<file path="src/rtl/oai22_bank_actmon.sv">
// oai22_bank_actmon: pipelined bank of OAI22 channels with per-channel
// output-toggle counters and a request/acknowledge counter readout port.
module oai22_bank_actmon #(
    parameter int CH    = 4,
    parameter int CNT_W = 16,
    parameter int SEL_W = 2
) (
    input  logic             CLK,
    input  logic             RSTB,
    input  logic             EN,
    input  logic [CH-1:0]    IN1,
    input  logic [CH-1:0]    IN2,
    input  logic [CH-1:0]    IN3,
    input  logic [CH-1:0]    IN4,
    output logic [CH-1:0]    QN,
    input  logic             CLR,
    input  logic             RD_REQ,
    input  logic [SEL_W-1:0] RD_SEL,
    output logic             RD_ACK,
    output logic [CNT_W-1:0] RD_DATA,
    output logic [CH-1:0]    SAT
);
    typedef enum logic [1:0] {S_IDLE, S_ACK, S_WAIT} state_t;
    state_t state, nxt;
    logic [CH-1:0] r1, r2, r3, r4, qn_nxt, tog;
    logic [CNT_W-1:0] cnt [CH];
    logic [CNT_W-1:0] sel_cnt;
    assign qn_nxt = ~((r1 | r2) & (r3 | r4));
    assign tog    = qn_nxt ^ QN;
    always_ff @(posedge CLK or negedge RSTB) begin
        if (!RSTB) begin
            r1 <= '0;
            r2 <= '0;
            r3 <= '0;
            r4 <= '0;
            QN <= '1;
        end else begin
            if (EN) begin
                r1 <= IN1;
                r2 <= IN2;
                r3 <= IN3;
                r4 <= IN4;
            end
            QN <= qn_nxt;
        end
    end
    // Saturated channels keep their count; further toggles only latch SAT.
    always_ff @(posedge CLK or negedge RSTB) begin
        if (!RSTB) begin
            SAT <= '0;
            for (int c = 0; c < CH; c++) cnt[c] <= '0;
        end else if (CLR) begin
            SAT <= '0;
            for (int c = 0; c < CH; c++) cnt[c] <= '0;
        end else begin
            for (int c = 0; c < CH; c++) begin
                if (tog[c]) begin
                    if (cnt[c] == '1) SAT[c] <= 1'b1;
                    else cnt[c] <= cnt[c] + CNT_W'(1);
                end
            end
        end
    end
    // Out-of-range selects fall through to zero.
    always_comb begin
        sel_cnt = '0;
        for (int c = 0; c < CH; c++)
            if (RD_SEL == SEL_W'(c)) sel_cnt = cnt[c];
    end
    always_comb begin
        nxt    = (state == S_IDLE) ? (RD_REQ ? S_ACK : S_IDLE) :
                 (state == S_ACK)  ? S_WAIT :
                 (RD_REQ ? S_WAIT : S_IDLE);
        RD_ACK = (state == S_ACK);
    end
    always_ff @(posedge CLK or negedge RSTB) begin
        if (!RSTB) begin
            state   <= S_IDLE;
            RD_DATA <= '0;
        end else begin
            state <= nxt;
            if (state == S_IDLE && RD_REQ) RD_DATA <= sel_cnt;
        end
    end
endmodule

</file>
<file path="config.mk">
export PLATFORM = sky130hd
export DESIGN_NAME = oai22_bank_actmon
export DESIGN_NICKNAME = d
export VERILOG_FILES = /design/src/rtl/oai22_bank_actmon.sv
export SDC_FILE = /design/constraint.sdc
export NUM_CORES = 1
export LEC_CHECK = 0
export CORE_MARGIN = 5
export CORE_UTILIZATION = 40
export DETAILED_ROUTE_END_ITERATION = 7
export GPL_TIMING_DRIVEN = 0
export PLACE_DENSITY_LB_ADDON = 0.1
export REMOVE_ABC_BUFFERS = 1
export SLEW_MARGIN = 40
export SYNTH_ARGS = -nofsm -noshare
export SYNTH_HDL_FRONTEND = slang
export SYNTH_SLANG_ARGS = --single-unit
export TNS_END_PERCENT = 30
</file>
<file path="constraint.sdc">
create_clock -name CLK -period 4.2 [get_ports CLK]
set_input_delay 0.84 -clock CLK [delete_from_list [all_inputs] [get_ports CLK]]
set_output_delay 0.84 -clock CLK [all_outputs]
set_load 0.005 [all_outputs]
</file>
==> impl_results.md <==
- Status: completed
- Post-synthesis compound-gate area fraction: 0.09940
- CTS tree: yes
- Rel. slew slack: 0.4936
- Vias in the first global route: between 4,000 and 5,000
- Final hold slack: 0.3633 ns
- CTS Buf Count: 9
- Worst r2r dst: cnt[45]
- DP HPWL: just under 10,000 um
- Clk pwr share: 0.410
- Max Clk Rate: about 390 MHz
- Worst vdd rail ir drop: 0.2195 mV
- CTS Buffer Depth: 2
- Die X: 131.0 um
- P_int: between 0.0015 and 0.002 W
- Final min period: 2.532 ns
- Mapped Area: roughly 5900 um2
- Sequential Power Share: 0.456
- Clk pin slew, worst setup/hold paths: 0.07 ns
- TritonRoute pass-1 iters: 4
- Net count, final: around 600
- Power density cells: between 300 and 400 nW/um2
- Worst Path Max Fanout: between 60 and 70
- Area after DPL: between 6000 and 7000 um2
- Hold Fails Final Rpt: 0
- Post-synth EDFFs: 0
- Max Slew Vio Count: 0
- Core area: ~14,000 um2
- Top cell by count, worst path: mux2_2
- Ys flop type: dfrtp_1
- Syn_area_per_cell: between 10 and 15 um2
- Post-Layout Inst Area: about 6900 um2
- Worst skew pair latency: between 0.3 and 0.4 ns
- Async set-reset flop share out of synthesis: 1.000
- Max Cap Viol: 0
- Die height: between 100 and 150 um
- I/O Buffers: 47
- GRT overflow: 0
- Cells after synthesis: 537
- Synth Area in Adders: 0.008551
- Yosys reg bits: between 100 and 150
- Layout area overhead: 17.81%
- Unrepaired setup endpoints after global routing: false
- WP data arrival: ~2.8 ns
- Cell count of the worst reg-to-reg path: 4
- Clock sink count: about 110
- Warnings from Yosys: 0
- # diodes: 0
- Largest net degree at the start of global routing: roughly 70
- I/O pin count: 48
- Share of layout cells above drive strength 1: 0.1965
- Synth Area in XOR/XNOR: 0.004489
- # DRC: 0
- Crit path kind: in2reg
- CP max stage delay: approximately 0.45 ns
- Wirelength, routed: 13,780 um
- Post-CTS Hold Fix Bufs: 0
- Mux contribution to synthesized area: 0.1847
- Post-synth top area cell: dfrtp_1
- Register area share after synthesis: 0.4540
- Yosys top cell area share: 0.4361
- Die area: between 15,000 and 20,000 um2
- Sw Ratio: 0.2465
- Post-Route Skew: between 0.004 and 0.005 ns
- CP Launch Type: input port
- Row count: 44
- Initial DRC count: about 340
- Post_cts resized: 0
- Synth unique cells: between 50 and 60
- Critical-path top delay cell: mux2_2
- Initial antenna violation count: 0
- Root buffer cell: clkbuf_16
- Via count: 4,431
- Reg-to-reg setup timing slack: just under 2 ns
- Lkg Pwr: ~2.8 nW
- Hold Path Class: in2async
- Routability Congestion: ~0.82
- Postcts setup bufs: 0
- DR vias/cell: approximately 5.8
- Initial core utilization: 0.4058
- P_sw: approximately 0.0006 W
- Worst Path Required: 4.44 ns
- Main area contributors after synthesis: dfrtp_1 44%, mux2_2 11%, mux4_2 6.2%
- Worst path cell trace: buf_6 > buf_16 > nor2b_1 > mux2_2 > nor4_1 > mux2_2
- Tcrit/Tclk final: 0.6029
- DP Worst Slack: between 1 and 1.5 ns
- Sum Neg Setup Slack: 0 ns
- Setup WS post-layout: about 1.7 ns
- Worst Tran Pin Value: about 0.76 ns
- Setup violators final: 0
- GRT Total Usage: 0.1700
- Setup crit end kind: register
- Final ANT Viol Nets: 0
- H-tree Lvls: 3
- WL/cell: between 15 and 20 um
- Largest family of logic cells by synthesized area: simple AND/OR/NAND/NOR gates
- Comb pwr share: 0.134
- First-pass GRT wire length: roughly 23,000 um
- Post-Synth Simple-Gate Area: 0.2206
- Worst r2r src: r2[1]
==> through the flow <==
step           utilization  power, W  std cells
2_1_floorplan            -  0.001325        507
3_3_place_gp        0.4447  0.001483        738
3_5_place_dp        0.4519  0.001502        742
4_1_cts             0.4766  0.002533        757
5_1_grt             0.4781  0.002611        759
6_report            0.4781  0.002502        759
==> placed cells by master (no fill, tap or decap), types with 4 or more instances in the layout <==
| cell type | synthesis | layout |
|---|---|---|
| or3_1 | 5 | 5 |
| nor2b_1 | 30 | 30 |
| bufinv_16 | 0 | 4 |
| inv_1 | 7 | 7 |
| mux2_2 | 59 | 59 |
| a21oi_1 | 29 | 29 |
| dfrtp_1 | 102 | 102 |
| mux4_2 | 16 | 16 |
| nand2_1 | 14 | 14 |
| dfstp_2 | 4 | 4 |
| clkbuf_16 | 0 | 9 |
| clkdlybuf4s50_1 | 0 | 44 |
| and4_1 | 6 | 6 |
| nor2_1 | 36 | 36 |
| ha_1 | 4 | 4 |
| nor4_1 | 23 | 21 |
| nand3_1 | 24 | 24 |
| nand4_1 | 21 | 21 |
| or4_1 | 19 | 19 |
| a31oi_1 | 4 | 4 |
| and3_1 | 10 | 10 |
| o41ai_1 | 5 | 5 |
| nor3_1 | 9 | 9 |
| nor4b_1 | 4 | 4 |
| o31ai_1 | 24 | 24 |
| o21ai_0 | 12 | 12 |
==> worst max path at each step <==
stage,startpoint,end,cells after the start
after global placement,RSTB,cnt[29],1
after CTS,CLR,cnt[45],6
after detailed placement,CLR,cnt[45],6
after global routing,CLR,cnt[45],6
final,CLR,cnt[45],6
after floorplan,cnt[0],cnt[6],5
==> sequential cells by signal, indices dropped and copies added, names as in the netlist <==
register,count
r3,4
state,2
r1,4
r2,4
QN,4
cnt,64
SAT,4
r4,4
RD_DATA,16
==> synth_stat cells (4+ instances only) <==
cell and n:
a21oi_1 29, nor4_1 23, and4_1 6, mux4_2 16, nor2_1 36, ha_1 4
o31ai_1 24, o41ai_1 5, nand3_1 24, dfrtp_1 102, nand4_1 21, a31oi_1 4
nor2b_1 30, dfstp_2 4, o21ai_0 12, mux2_2 59, nor3_1 9, or3_1 5
or4_1 19, inv_1 7, nand2_1 14, clkbuf_1 17, buf_2 8, and3_1 10
nor4b_1 4
==> critical path: cells and delay by family <==
| family | cells | cell delay (ns) |
|---|---|---|
| and+or+nand+nor | 2 | 0.54 |
| muxes | 2 | 0.83 |
| buffers and inverters | 2 | 0.52 |
==> cell families (layout without fill, tap and decap cells) <==
kind of cell               after synthesis  count (layout)
and+or+nand+nor                        217             217
DFF                                    106             106
AOI/OAI and AO/OA                       90              90
muxes                                   80              80
buffers and inverters                   37              75
adders and majority gates                4               4
xor gates and xnor gates                 3               3
==> power groups by stage <==
stage | clock network (W) | registers (W) | logic (W)
2_1_floorplan | 0 | 0.00114 | 0.000183
3_3_place_gp | 0 | 0.00116 | 0.000326
3_5_place_dp | 0 | 0.00116 | 0.000341
4_1_cts | 0.00105 | 0.00114 | 0.000342
5_1_grt | 0.00109 | 0.00115 | 0.000374
6_report | 0.00103 | 0.00114 | 0.000334
==> metal layers <==
| metal | GRT usage | vias to the layer above | share of wire |
|---|---|---|---|
| met1 | 0.2345 | 2202 | 0.46 |
| met5 | 0 | - | 0 |
| met3 | 0.04065 | 12 | 0.044 |
| met2 | 0.2709 | 75 | 0.49 |
| met4 | 0.04295 | 0 | 0.013 |
| li1 | - | 2142 | - |
==> layout make-up <==
class / instances / area (um2)
clock buffers: 10 / 229.0
clock inverters: 5 / 127.6
fillers: 1361 / 7528
inverters: 7 / 26.28
multi-input cells: 394 / 3067
flip-flops and latches: 106 / 2658
well taps: 184 / 230.2
repair buffers: 53 / 558.0
Power figures use the tool's default switching activity.
==> RTL edit: new RTL, same flow settings <==
The parameter `CH` goes from 4 to 2.
--- a/src/rtl/oai22_bank_actmon.sv
+++ b/src/rtl/oai22_bank_actmon.sv
@@ -2,5 +2,5 @@
 // output-toggle counters and a request/acknowledge counter readout port.
 module oai22_bank_actmon #(
-    parameter int CH    = 4,
+    parameter int CH    = 2,
     parameter int CNT_W = 16,
     parameter int SEL_W = 2
Ports: changed (6 resized); port bits go from 48 to 36. No check against the original RTL was run, so the function may have changed too.
==> RTL edit against the original RTL <==
  * Worst hold slack gained 52 ps
  * Non-clock buffer count shrank 13
  * Critical path depth shrank 1
  * Worst setup slack gained 170 ps
  * Total power shrank 45%
  * Cell area shrank 44%
  * Wire length shrank 47%
  * Highest routed layer unchanged
  * Sequential cell count shrank 44
  * Synthesized area shrank 45%
  * Register-to-register slack gained 90 ps
  * Sequential share of layout area grew 1.5 points
==> RTL edit: results (changes against the original RTL) <==
- CP Max Fanout: 29 (-57%)
- RePlAce Congestion: 0.779 (-4.5%)
- Register area share after synthesis: 48.5% (+3.1 points)
- Largest net degree at the start of global routing: 36 (-48%)
- Fillers: 761 (-44%)
- WL final: 7330 µm (-47%)
- Cells after Synth: 313 (-42%)
- Placed inst area: 3660 µm² (-44%)
- Skew final: 12.2 ps (+7.27 ps)
- Post-Place Worst Slack: 1460 ps (+151 ps)
- DP Cell Count: 434 (-42%)
- Run status: finished, final reports clean
- Gr usage total: 15.9% (-1.1 points)
- Top flop regs: cnt x32, RD_DATA x16
- Lkg Pwr: 1.54 nW (-45%)
- Initial DRC count: 89 (-74%)
- Ranking of synthesized cells by area: dfrtp_1, o31ai_1, mux2_2
- Maximum VDD drop: 172 µV (-22%)
- DP Wirelength: 5080 µm (-48%)
- Routed vias/inst: 5.69 (-2.5%)
- Share of post-route cells with drive strength above 1: 14.7% (-5.0 points)
- Final net count: 360 (-40%)
- Worst endpoint data arrival time: 2590 ps (-180 ps)
- First-pass GRT wire length: 12,600 µm (-45%)
- Wire per inst: 16.3 µm (-10%)
- Post-synth cell types: 39 (-26%)
- Worst Tran Pin Value: 747 ps (-9.58 ps)
==> RTL edit: cell count changes after synthesis, moves of 7 or more <==
cell,before,now
and3_1,10,2
dfrtp_1,102,60
mux2_2,59,17
mux2i_1,3,17
mux4_2,16,0
nand2_1,14,25
nand3_1,24,12
nand4_1,21,8
nor2_1,36,13
nor2b_1,30,10
nor3_1,9,1
nor4_1,23,6
o21ai_0,12,5
o31ai_1,24,35
==> RTL edit: kinds of logic after synthesis <==
family | count (synthesis) | synth area share, %
and+or+nand+nor | 116 | 21.2
DFF | 62 | 48.5
buffers and inverters | 26 | 3.36
muxes | 34 | 11.3
adders and majority gates | 2 | 0.781
AOI/OAI and AO/OA | 73 | 14.8
==> RTL edit: area by class of cell <==
type | count | area, µm² | area share, %
Clock buffer | 13 | 159 | 4.10
Clock inverter | 3 | 42.5 | 1.10
Inverter | 5 | 18.8 | 0.484
Multi-Input combinational cell | 225 | 1570 | 40.5
Sequential cell | 62 | 1550 | 40.1
Tap cell | 102 | 128 | 3.29
Timing Repair Buffer | 40 | 403 | 10.4
==> RTL edit: worst paths after layout <==
kind / depth (start not counted) / start / to / slack (ps)
min reg2reg: 1 / r3[1]$_DFFE_PN0P_ / QN[1]$_DFF_PN1_ / 460
min: 1 / RSTB / cnt[27]$_DFFE_PN0P_ / 420
max reg2reg: 5 / cnt[16]$_DFFE_PN0P_ / cnt[31]$_DFFE_PN0P_ / 2020
min in group CLK: 1 / r3[1]$_DFFE_PN0P_ / QN[1]$_DFF_PN1_ / 460
max in group asynchronous: 2 / RSTB / QN[1]$_DFF_PN1_ / 3200
max: 5 / CLR / cnt[9]$_DFFE_PN0P_ / 1840
==> RTL edit: where the power goes <==
group | internal [mW] | switching (mW) | leakage, nW
logic | 0.0784 | 0.112 | 0.603
clock network | 0.306 | 0.230 | 0.0996
registers | 0.632 | 0.0256 | 0.834
total | 1.02 | 0.368 | 1.54
==> RTL edit: metal layers <==
| metal | up-vias | share of wire [%] | global-route usage [%] |
|---|---|---|---|
| li1 | 1255 | - | - |
| met1 | 1238 | 48 | 20.4 |
| met2 | 59 | 46 | 25.3 |
| met3 | 10 | 5.1 | 3.93 |
| met4 | 0 | 1.2 | 7.14 |
| met5 | - | 0 | 0 |
